File: src/rtl/ifu_fetch_ctrl_pkg.sv
// Shared types and constants for the instruction fetch sequencer.
package ifu_fetch_ctrl_pkg;

    typedef enum logic [1:0] {
        StReq  = 2'd0,
        StWait = 2'd1,
        StHold = 2'd2,
        StDrop = 2'd3
    } fetch_state_e;

    localparam logic [31:0] DefaultResetPc = 32'h3000_0000;
    localparam logic [31:0] DefaultPcStep  = 32'd4;
    localparam logic [31:0] InstNop        = 32'h0000_0013;

endpackage

File: src/rtl/ifu_fetch_ctrl.sv
// Fetch sequencer: one outstanding instruction-bus read, result handed to IF/ID via valid/ready.
// Redirects flush IF/ID and discard any response still in flight.
module ifu_fetch_ctrl
    import ifu_fetch_ctrl_pkg::*;
#(
    parameter logic [31:0] RESET_PC = DefaultResetPc,
    parameter logic [31:0] PC_STEP  = DefaultPcStep
) (
    input  logic        clk,
    input  logic        reset,
    input  logic        redirect_valid,
    input  logic [31:0] redirect_pc,
    output logic        ifid_flush,
    output logic        req_valid,
    input  logic        req_ready,
    output logic [31:0] req_addr,
    input  logic        resp_valid,
    input  logic [31:0] resp_data,
    input  logic        resp_err,
    output logic        out_valid,
    input  logic        out_ready,
    output logic [31:0] out_inst,
    output logic [31:0] out_pc,
    output logic        out_err,
    output logic [15:0] drop_cnt
);

    fetch_state_e state_q, state_d;
    logic [31:0]  pc_q, pc_d;
    logic [31:0]  inst_q, inst_d;
    logic [31:0]  opc_q, opc_d;
    logic         err_q, err_d;
    logic [15:0]  drop_cnt_q, drop_cnt_d;
    logic         drop_inc;

    always_comb begin
        state_d  = state_q;
        pc_d     = pc_q;
        inst_d   = inst_q;
        opc_d    = opc_q;
        err_d    = err_q;
        drop_inc = 1'b0;

        if (redirect_valid) begin
            // Redirect wins over every other event; only the FSM's view of
            // what is still outstanding on the bus decides the next state.
            pc_d = redirect_pc & ~32'd3;
            unique case (state_q)
                StReq:  state_d = req_ready ? StDrop : StReq;
                StWait: begin
                    drop_inc = resp_valid;
                    state_d  = resp_valid ? StReq : StDrop;
                end
                StHold: state_d = StReq;
                StDrop: begin
                    drop_inc = resp_valid;
                    state_d  = resp_valid ? StReq : StDrop;
                end
                default: state_d = StReq;
            endcase
        end else begin
            unique case (state_q)
                StReq: begin
                    if (req_ready) state_d = StWait;
                end
                StWait: begin
                    if (resp_valid) begin
                        inst_d  = resp_data;
                        err_d   = resp_err;
                        opc_d   = pc_q;
                        state_d = StHold;
                    end
                end
                StHold: begin
                    if (out_ready) begin
                        pc_d    = pc_q + PC_STEP;
                        state_d = StReq;
                    end
                end
                StDrop: begin
                    if (resp_valid) begin
                        drop_inc = 1'b1;
                        state_d  = StReq;
                    end
                end
                default: state_d = StReq;
            endcase
        end

        drop_cnt_d = (drop_inc && (drop_cnt_q != 16'hFFFF)) ? drop_cnt_q + 16'd1 : drop_cnt_q;
    end

    always_ff @(posedge clk) begin
        if (reset) begin
            state_q    <= StReq;
            pc_q       <= RESET_PC;
            inst_q     <= InstNop;
            opc_q      <= RESET_PC;
            err_q      <= 1'b0;
            drop_cnt_q <= 16'd0;
        end else begin
            state_q    <= state_d;
            pc_q       <= pc_d;
            inst_q     <= inst_d;
            opc_q      <= opc_d;
            err_q      <= err_d;
            drop_cnt_q <= drop_cnt_d;
        end
    end

    assign ifid_flush = redirect_valid;
    assign req_valid  = (state_q == StReq) && !reset;
    assign req_addr   = pc_q;
    assign out_valid  = (state_q == StHold);
    assign out_inst   = inst_q;
    assign out_pc     = opc_q;
    assign out_err    = err_q;
    assign drop_cnt   = drop_cnt_q;

`ifndef SYNTHESIS
    // A response with nothing outstanding means the bus broke protocol; the RTL ignores it.
    always_ff @(posedge clk) begin
        if (!reset) begin
            assert (!(resp_valid && (state_q == StReq || state_q == StHold)))
                else $error("ifu_fetch_ctrl: resp_valid with no outstanding request");
        end
    end
`endif

endmodule

File: config.mk
export PLATFORM = sky130hd
export DESIGN_NAME = ifu_fetch_ctrl
export DESIGN_NICKNAME = d
export VERILOG_FILES = /design/src/rtl/ifu_fetch_ctrl_pkg.sv /design/src/rtl/ifu_fetch_ctrl.sv
export SDC_FILE = /design/constraint.sdc
export NUM_CORES = 1
export LEC_CHECK = 0
export ABC_AREA = 1
export BUFFER_PORTS_ARGS = -buffer_cell sky130_fd_sc_hd__buf_4
export CORE_AREA = 2 2 107 109
export CTS_CLUSTER_DIAMETER = 200
export DETAILED_ROUTE_END_ITERATION = 7
export DIE_AREA = 0 0 109 111
export PLACE_DENSITY_LB_ADDON = 0.25
export SYNTH_ARGS = -nofsm -noshare
export SYNTH_HDL_FRONTEND = slang
export SYNTH_SLANG_ARGS = --single-unit
File: constraint.sdc
create_clock -name clk -period 2.29 [get_ports clk]
set_clock_uncertainty 0.2 [all_clocks]
set_input_delay 0.458 -clock clk [delete_from_list [all_inputs] [get_ports clk]]
set_output_delay 0.458 -clock clk [all_outputs]
set_load 0.01 [all_outputs]
==> results of run 1 <==
==> flip-flops by register name, indices dropped and copies added (netlist names) <==
| name | cells |
|---|---|
| req_addr | 30 |
| out_pc | 30 |
| state_q | 2 |
| out_inst | 32 |
| drop_cnt | 16 |
| out_err | 1 |
==> layout by cell type (no fill, tap or decap), types with 2 or more instances in the layout <==
master | Yosys | final
buf_4 | 8 | 192
nand2_1 | 157 | 157
nor2_1 | 139 | 139
dfxtp_1 | 111 | 111
o21ai_0 | 74 | 74
a21oi_1 | 50 | 50
inv_1 | 45 | 44
nand3_1 | 41 | 41
xor2_1 | 15 | 15
inv_2 | 11 | 12
nand2_2 | 11 | 11
nor3_1 | 10 | 10
nor2_4 | 8 | 9
clkbuf_16 | 0 | 9
o21ai_1 | 8 | 8
a31oi_1 | 8 | 8
a21oi_2 | 7 | 7
nor2_2 | 6 | 5
xnor2_1 | 4 | 4
conb_1 | 1 | 4
nor2_8 | 3 | 3
a21boi_1 | 3 | 3
inv_6 | 0 | 3
nand4_1 | 2 | 2
nand3b_1 | 2 | 2
nand2_4 | 2 | 2
o211ai_1 | 2 | 2
ha_1 | 2 | 2
clkbuf_8 | 0 | 2
==> per-stage QoR <==
step / power (mW) / util / instance area (sq um)
finish: 4.264 / 0.6411 / 7102
global placement: 2.713 / 0.6141 / 6803
detailed placement: 2.721 / 0.6141 / 6803
global route: 4.452 / 0.6411 / 7102
floorplan: 2.426 / - / 5401
CTS: 4.302 / 0.6411 / 7102
==> worst min path at each step <==
stage / slack, ps / cells after the start / end
final: 110 / 3 / out_inst[4]
after global placement: 240 / 2 / out_inst[4]
after floorplan: 290 / 2 / out_inst[0]
after detailed placement: 250 / 2 / out_inst[4]
after global routing: 100 / 3 / out_inst[4]
after CTS: 100 / 3 / out_inst[0]
==> worst reg2reg max path, delay by kind of cell (launching register included) <==
family	cells	cell delay, ps
compound gates	1	140
fa+ha+maj	1	210
buf+inv	2	300
flops	1	400
simple gates	6	700
==> kinds of logic after synthesis <==
kind of cell,Yosys count
AND/OR/NAND/NOR,383
AO/OA/AOI/OAI,156
flip-flops,111
buffers and inverters,98
XOR/XNOR,19
adder cells (fa/ha/maj),2
other,1
==> routing by layer <==
metal / part of all wire / wire length, um / vias up / global-route usage
li1: - / - / 2800 / -
met1: 0.44 / 6673 / 2463 / 0.3392
met2: 0.45 / 6843 / 177 / 0.4095
met3: 0.088 / 1326 / 19 / 0.07819
met4: 0.017 / 258 / 0 / 0.07692
met5: 0 / 0 / - / 0
==> power breakdown <==
part	switching [mW]	internal, mW	total, mW
Combinational	0.311	0.269	0.581
Clock	0.765	0.821	1.59
Sequential	0.0856	2.01	2.10
Total	1.16	3.10	4.26
==> area by class of cell <==
type	count	share of cell area
Inverter	56	0.02960
Clock inverter	5	0.006519
Tap cell	143	0.02519
Timing Repair Buffer	192	0.2030
Multi-Input combinational cell	564	0.3872
Clock buffer	11	0.03559
Sequential cell	111	0.3129
==> reports/qor.txt, run 1 <==
outcome = completed
Reg2Reg Launch Point = drop_cnt[0]
number of buffers on the longest clock path = 2
arrival time reported for the critical path endpoint = 2110 ps
fin crit share = 0.8826
most common cell in the synthesized netlist = nand2_1
Resized Gates After CTS = 0
smallest setup slack after layout = 268.8 ps
filler instances = 1028
layout overhead on the synthesized area = 31.75%
final wirelength = 15.10 mm
depth of the critical timing path with buffers and inverters included = 10
adder-cell share of the synthesized area = 0.004643
clock tree from TritonCTS = done
number of standard cells after synthesis = 770
number of buffers created by CTS = 9
crit path capture = drop_cnt[7]
Slowest cell on crit path = dfxtp_1
cells along the critical path = ha_1 -> nand2_2 -> nor2_4 -> inv_2 -> nor2_4 -> nand3_1 -> nand2_2 -> buf_4 -> nand2_1 -> a21oi_1
power per standard cell area = 600.5 nW/um^2
DP Cell Count = 1066
CP required = 2380 ps
clock sink count = 111
worst hold start = resp_data[4]
1st-iter DRT viols = 367
Post-Layout Cell Count = 1082
Final setup viols = 0
maximum clock frequency = 494.7 MHz
worst reg2reg setup slack = 270 ps
Final nets = 1007
total half-perimeter wirelength after legalization and detailed placement = 10.99 mm
Final GP Congestion = 0.9327
maximum number of pins on one net before global-route repair = 44
overflow left after global routing = 0
wire length of the first global-routing pass = 25.12 mm
Register Area = 2222 sq um
total die area = 12100 sq um
share of synthesized cell area in and, or, nand and nor gates = 0.3141
buffer count from post-CTS setup fixing = 0
total I/O pin count = 187
remaining max-slew budget at the tightest pin = 0.5078
number of enable-type register cells in the synthesized netlist = 0
element type at the critical path start = flop
effective utilization at floorplan = 0.4866
overall via count from detail_route = 5459
Die Y = 111 um
min Tclk post-route = 2021 ps
crit-path max FO = 13
average size of a mapped cell = 7.000 sq um
max-slew violation total from the final report = 0
Seq cells post-synth = 111
Critical Path Max Stage Delay = 400 ps
cell chosen for the clock root = clkbuf_16
Clock transition at path regs = 80 ps
leak pwr = 3.197 nW
mux contribution to synthesized area = 0
iteration count of the initial detailed-routing pass = 5
Buf/Inv on CP = 2
combinational family with the most area after synthesis = simple AND/OR/NAND/NOR gates
total of hold buffers inserted after clock tree synthesis = 0
# rows = 39
final hold viol count = 0
Netlist cell types = 35
cells on worst reg2reg path = 10
async set-reset flop share out of synthesis = 0
post-detailed-route via-to-cell ratio = 5.045
Yosys top cell area share = 0.4123
accumulated negative setup slack = 0 ps
largest area contributor in the synthesized netlist = dfxtp_1
xor and xnor area share after synthesis = 0.03087
Worst path top cell family by delay = simple AND/OR/NAND/NOR gates
area of the multi-input gates = 2750 sq um
dominant register cell in the synthesized netlist = dfxtp_1
Worst Hold Margin = 108.6 ps
most common library cells after synthesis = nand2_1 (157), nor2_1 (139), dfxtp_1 (111), o21ai_0 (74), a21oi_1 (50)
count of nets left with antenna violations after detail routing = 0
unrepaired setup endpoints after global routing = no
number of antenna violations at the first check in global routing = 0
horizontal extent of the die = 109 um
worst-case vdd ir drop = 0.0005247 V
r2r endpoint = drop_cnt[7]
slew at the pin with the worst max-slew slack = 737.3 ps
maximum capacitance violations = 0
Yosys warning count = 0
global-route usage over all layers = 0.2593
area of the core region = 11080 sq um
latest clock arrival within the worst-skew pair = 360 ps
DRC = 0
Hold WC Path Type = in2reg
Compound-Gate Fraction of Synth Area = 0.1569
pre-CTS setup slack = 276.2 ps
I/O Buffers = 180
fraction of the yosys area taken by sequential cells = 0.4123
CP Launch Point = drop_cnt[0]
startpoint-to-endpoint class of the critical path = reg2reg
cell types with the largest area share after synthesis = dfxtp_1 (41%), nand2_1 (11%), nor2_1 (9.7%), o21ai_0 (6.9%), a21oi_1 (4.6%)
number of global-route vias before repair = 5217
Clock H-tree levels = 3
capturing element type of the critical path = flop
wire length per cell after detailed routing = 13.96 um
antenna fix cells = 0
netlist area before placement = 5390 sq um
fraction of layout cells with a size suffix above 1 = 0.2769
No activity file was read; power rests on OpenSTA's default activity.
==> inputs of run 2 (changes only) <==
--- a/config.mk
+++ b/config.mk
@@ -11,7 +11,7 @@
 export CTS_CLUSTER_DIAMETER = 200
 export DETAILED_ROUTE_END_ITERATION = 7
 export DIE_AREA = 0 0 109 111
-export PLACE_DENSITY_LB_ADDON = 0.25
+export PLACE_DENSITY = 0.79
 export SYNTH_ARGS = -nofsm -noshare
 export SYNTH_HDL_FRONTEND = slang
 export SYNTH_SLANG_ARGS = --single-unit
==> reports/qor.txt, run 2 (synthesis gave the netlist of run 1 again) <==
1st-iter DRT viols = 357
CP required = 2380 ps
Hold WC Path Type = in2reg
Die Y = 111 um
wire length on met3 = 1.479 mm
sequential group share of total power = 0.491
element type at the critical path start = flop
total of hold buffers inserted after clock tree synthesis = 0
antenna fix cells = 0
remaining max-slew budget at the tightest pin = 0.5567
overall power after layout = 4.274 mW
Slowest cell on crit path = dfxtp_1
buffer count from post-CTS setup fixing = 0
final hold viol count = 0
global-route usage over all layers = 0.2530
outcome = completed
clock power share = 0.372
overflow left after global routing = 0
clock tree from TritonCTS = done
DRC = 0
Top Metal Used = met4
maximum clock frequency = 503.5 MHz
fraction of layout cells with a size suffix above 1 = 0.2771
combinational share of power = 0.138
startpoint-to-endpoint class of the critical path = reg2reg
maximum number of pins on one net before global-route repair = 39
fin crit share = 0.8672
slew at the pin with the worst max-slew slack = 664.2 ps
iteration count of the initial detailed-routing pass = 6
smallest setup slack after layout = 304.1 ps
accumulated negative setup slack = 0 ps
arrival time reported for the critical path endpoint = 2070 ps
post-detailed-route via-to-cell ratio = 5.112
number of buffers created by CTS = 9
max-slew violation total from the final report = 0
Resized Gates After CTS = 0
Final GP Congestion = 0.9694
met2 wire length = 6.829 mm
DP Cell Count = 1069
commonest cells after routing, fill and taps aside = buf_4 (195), nand2_1 (157), nor2_1 (139), dfxtp_1 (111), o21ai_0 (74)
power per standard cell area = 600.0 nW/um^2
min Tclk post-route = 1986 ps
Clock transition at path regs = 70 ps
area of the multi-input gates = 2750 sq um
capturing element type of the critical path = flop
Switching Power = 1.105 mW
Largest register FFs = 32
worst-case vdd ir drop = 0.0006992 V
Post-Layout Cell Count = 1085
most common cell after layout, fill and taps aside = buf_4
layout overhead on the synthesized area = 32.17%
cell chosen for the clock root = clkbuf_16
Critical Path Max Stage Delay = 390 ps
Internal = 3.169 mW
Clock H-tree levels = 3
effective utilization at floorplan = 0.4866
Final setup viols = 0
unrepaired setup endpoints after global routing = no
crit-path max FO = 11
I/O Buffers = 180
pre-CTS setup slack = 291.3 ps
Final nets = 1010
wire length of the first global-routing pass = 24.29 mm
latest clock arrival within the worst-skew pair = 350 ps
# rows = 39
Register Area = 2222 sq um
wire length per cell after detailed routing = 14.02 um
number of global-route vias before repair = 5062
total half-perimeter wirelength after legalization and detailed placement = 11.15 mm
filler instances = 1035
number of buffers on the longest clock path = 2
total I/O pin count = 187
number of antenna violations at the first check in global routing = 0
clock sink count = 111
count of nets left with antenna violations after detail routing = 0
leak pwr = 3.206 nW
overall via count from detail_route = 5546
horizontal extent of the die = 109 um
maximum capacitance violations = 0
met1 wire length = 6.766 mm
switch share = 0.2586
final wirelength = 15.22 mm
total die area = 12100 sq um
area of the core region = 11080 sq um
cells along the critical path = ha_1 -> nand2_2 -> nor2_4 -> inv_2 -> nor2_4 -> nand3_1 -> nand2_2 -> buf_4 -> nand2_1 -> a21oi_1
run 2: cell types whose count changed in the layout (fill, tap and decap cells not counted), sizes merged:
cell,previous run,this run
inv,60,57
clkbuf,11,12
clkinv,1,2
buf,192,195
bufinv,0,1
run 2: area by class of cell:
cell class	instances	area share
Tap cell	143	0.02511
Clock buffer	12	0.03460
Clock inverter	4	0.007376
Multi-Input combinational cell	564	0.3860
Timing Repair Buffer	195	0.2055
Sequential cell	111	0.3119
Inverter	56	0.02950
run 2: path summary, 6_finish.rpt:
kind / from / endpoint / cells past startpoint / slack [ps]
max: drop_cnt[1] / drop_cnt[5] / 10 / 300
min: resp_data[1] / out_inst[1] / 3 / 110
max reg2reg: drop_cnt[1] / drop_cnt[5] / 10 / 300
min reg2reg: out_inst[4] / out_inst[4] / 2 / 270
run 2: metrics by stage:
step / hold slack [ps] / area [sq um] / utilization
global route: 110.3 / 7124 / 0.6432
CTS: 104.6 / 7124 / 0.6432
detailed placement: 255.7 / 6825 / 0.6162
global placement: 240.6 / 6825 / 0.6162
finish: 114.6 / 7124 / 0.6432
floorplan: 291.1 / 5401 / -
run 2: critical path, delay by kind of cell (launching register included):
family	cells	cell delay, ps
AND/OR/NAND/NOR	6	680
AO/OA/AOI/OAI	1	130
buffers and inverters	2	300
flip-flops	1	390
adder cells (fa/ha/maj)	1	220
run 2: routing by layer:
metal / GRT usage / vias up
met3: 0.08407 / 13
li1: - / 2802
met5: 0 / -
met4: 0.05128 / 0
met2: 0.3921 / 226
met1: 0.3432 / 2505
run 2: power by group through the flow:
stage               registers (mW)  logic, mW  clock network (mW)
finish                        2.10      0.589                1.59
global route                  2.11      0.646                1.72
CTS                           2.09      0.592                1.62
detailed placement            2.14      0.589                   0
global placement              2.14      0.582                   0
floorplan                     2.16      0.270                   0
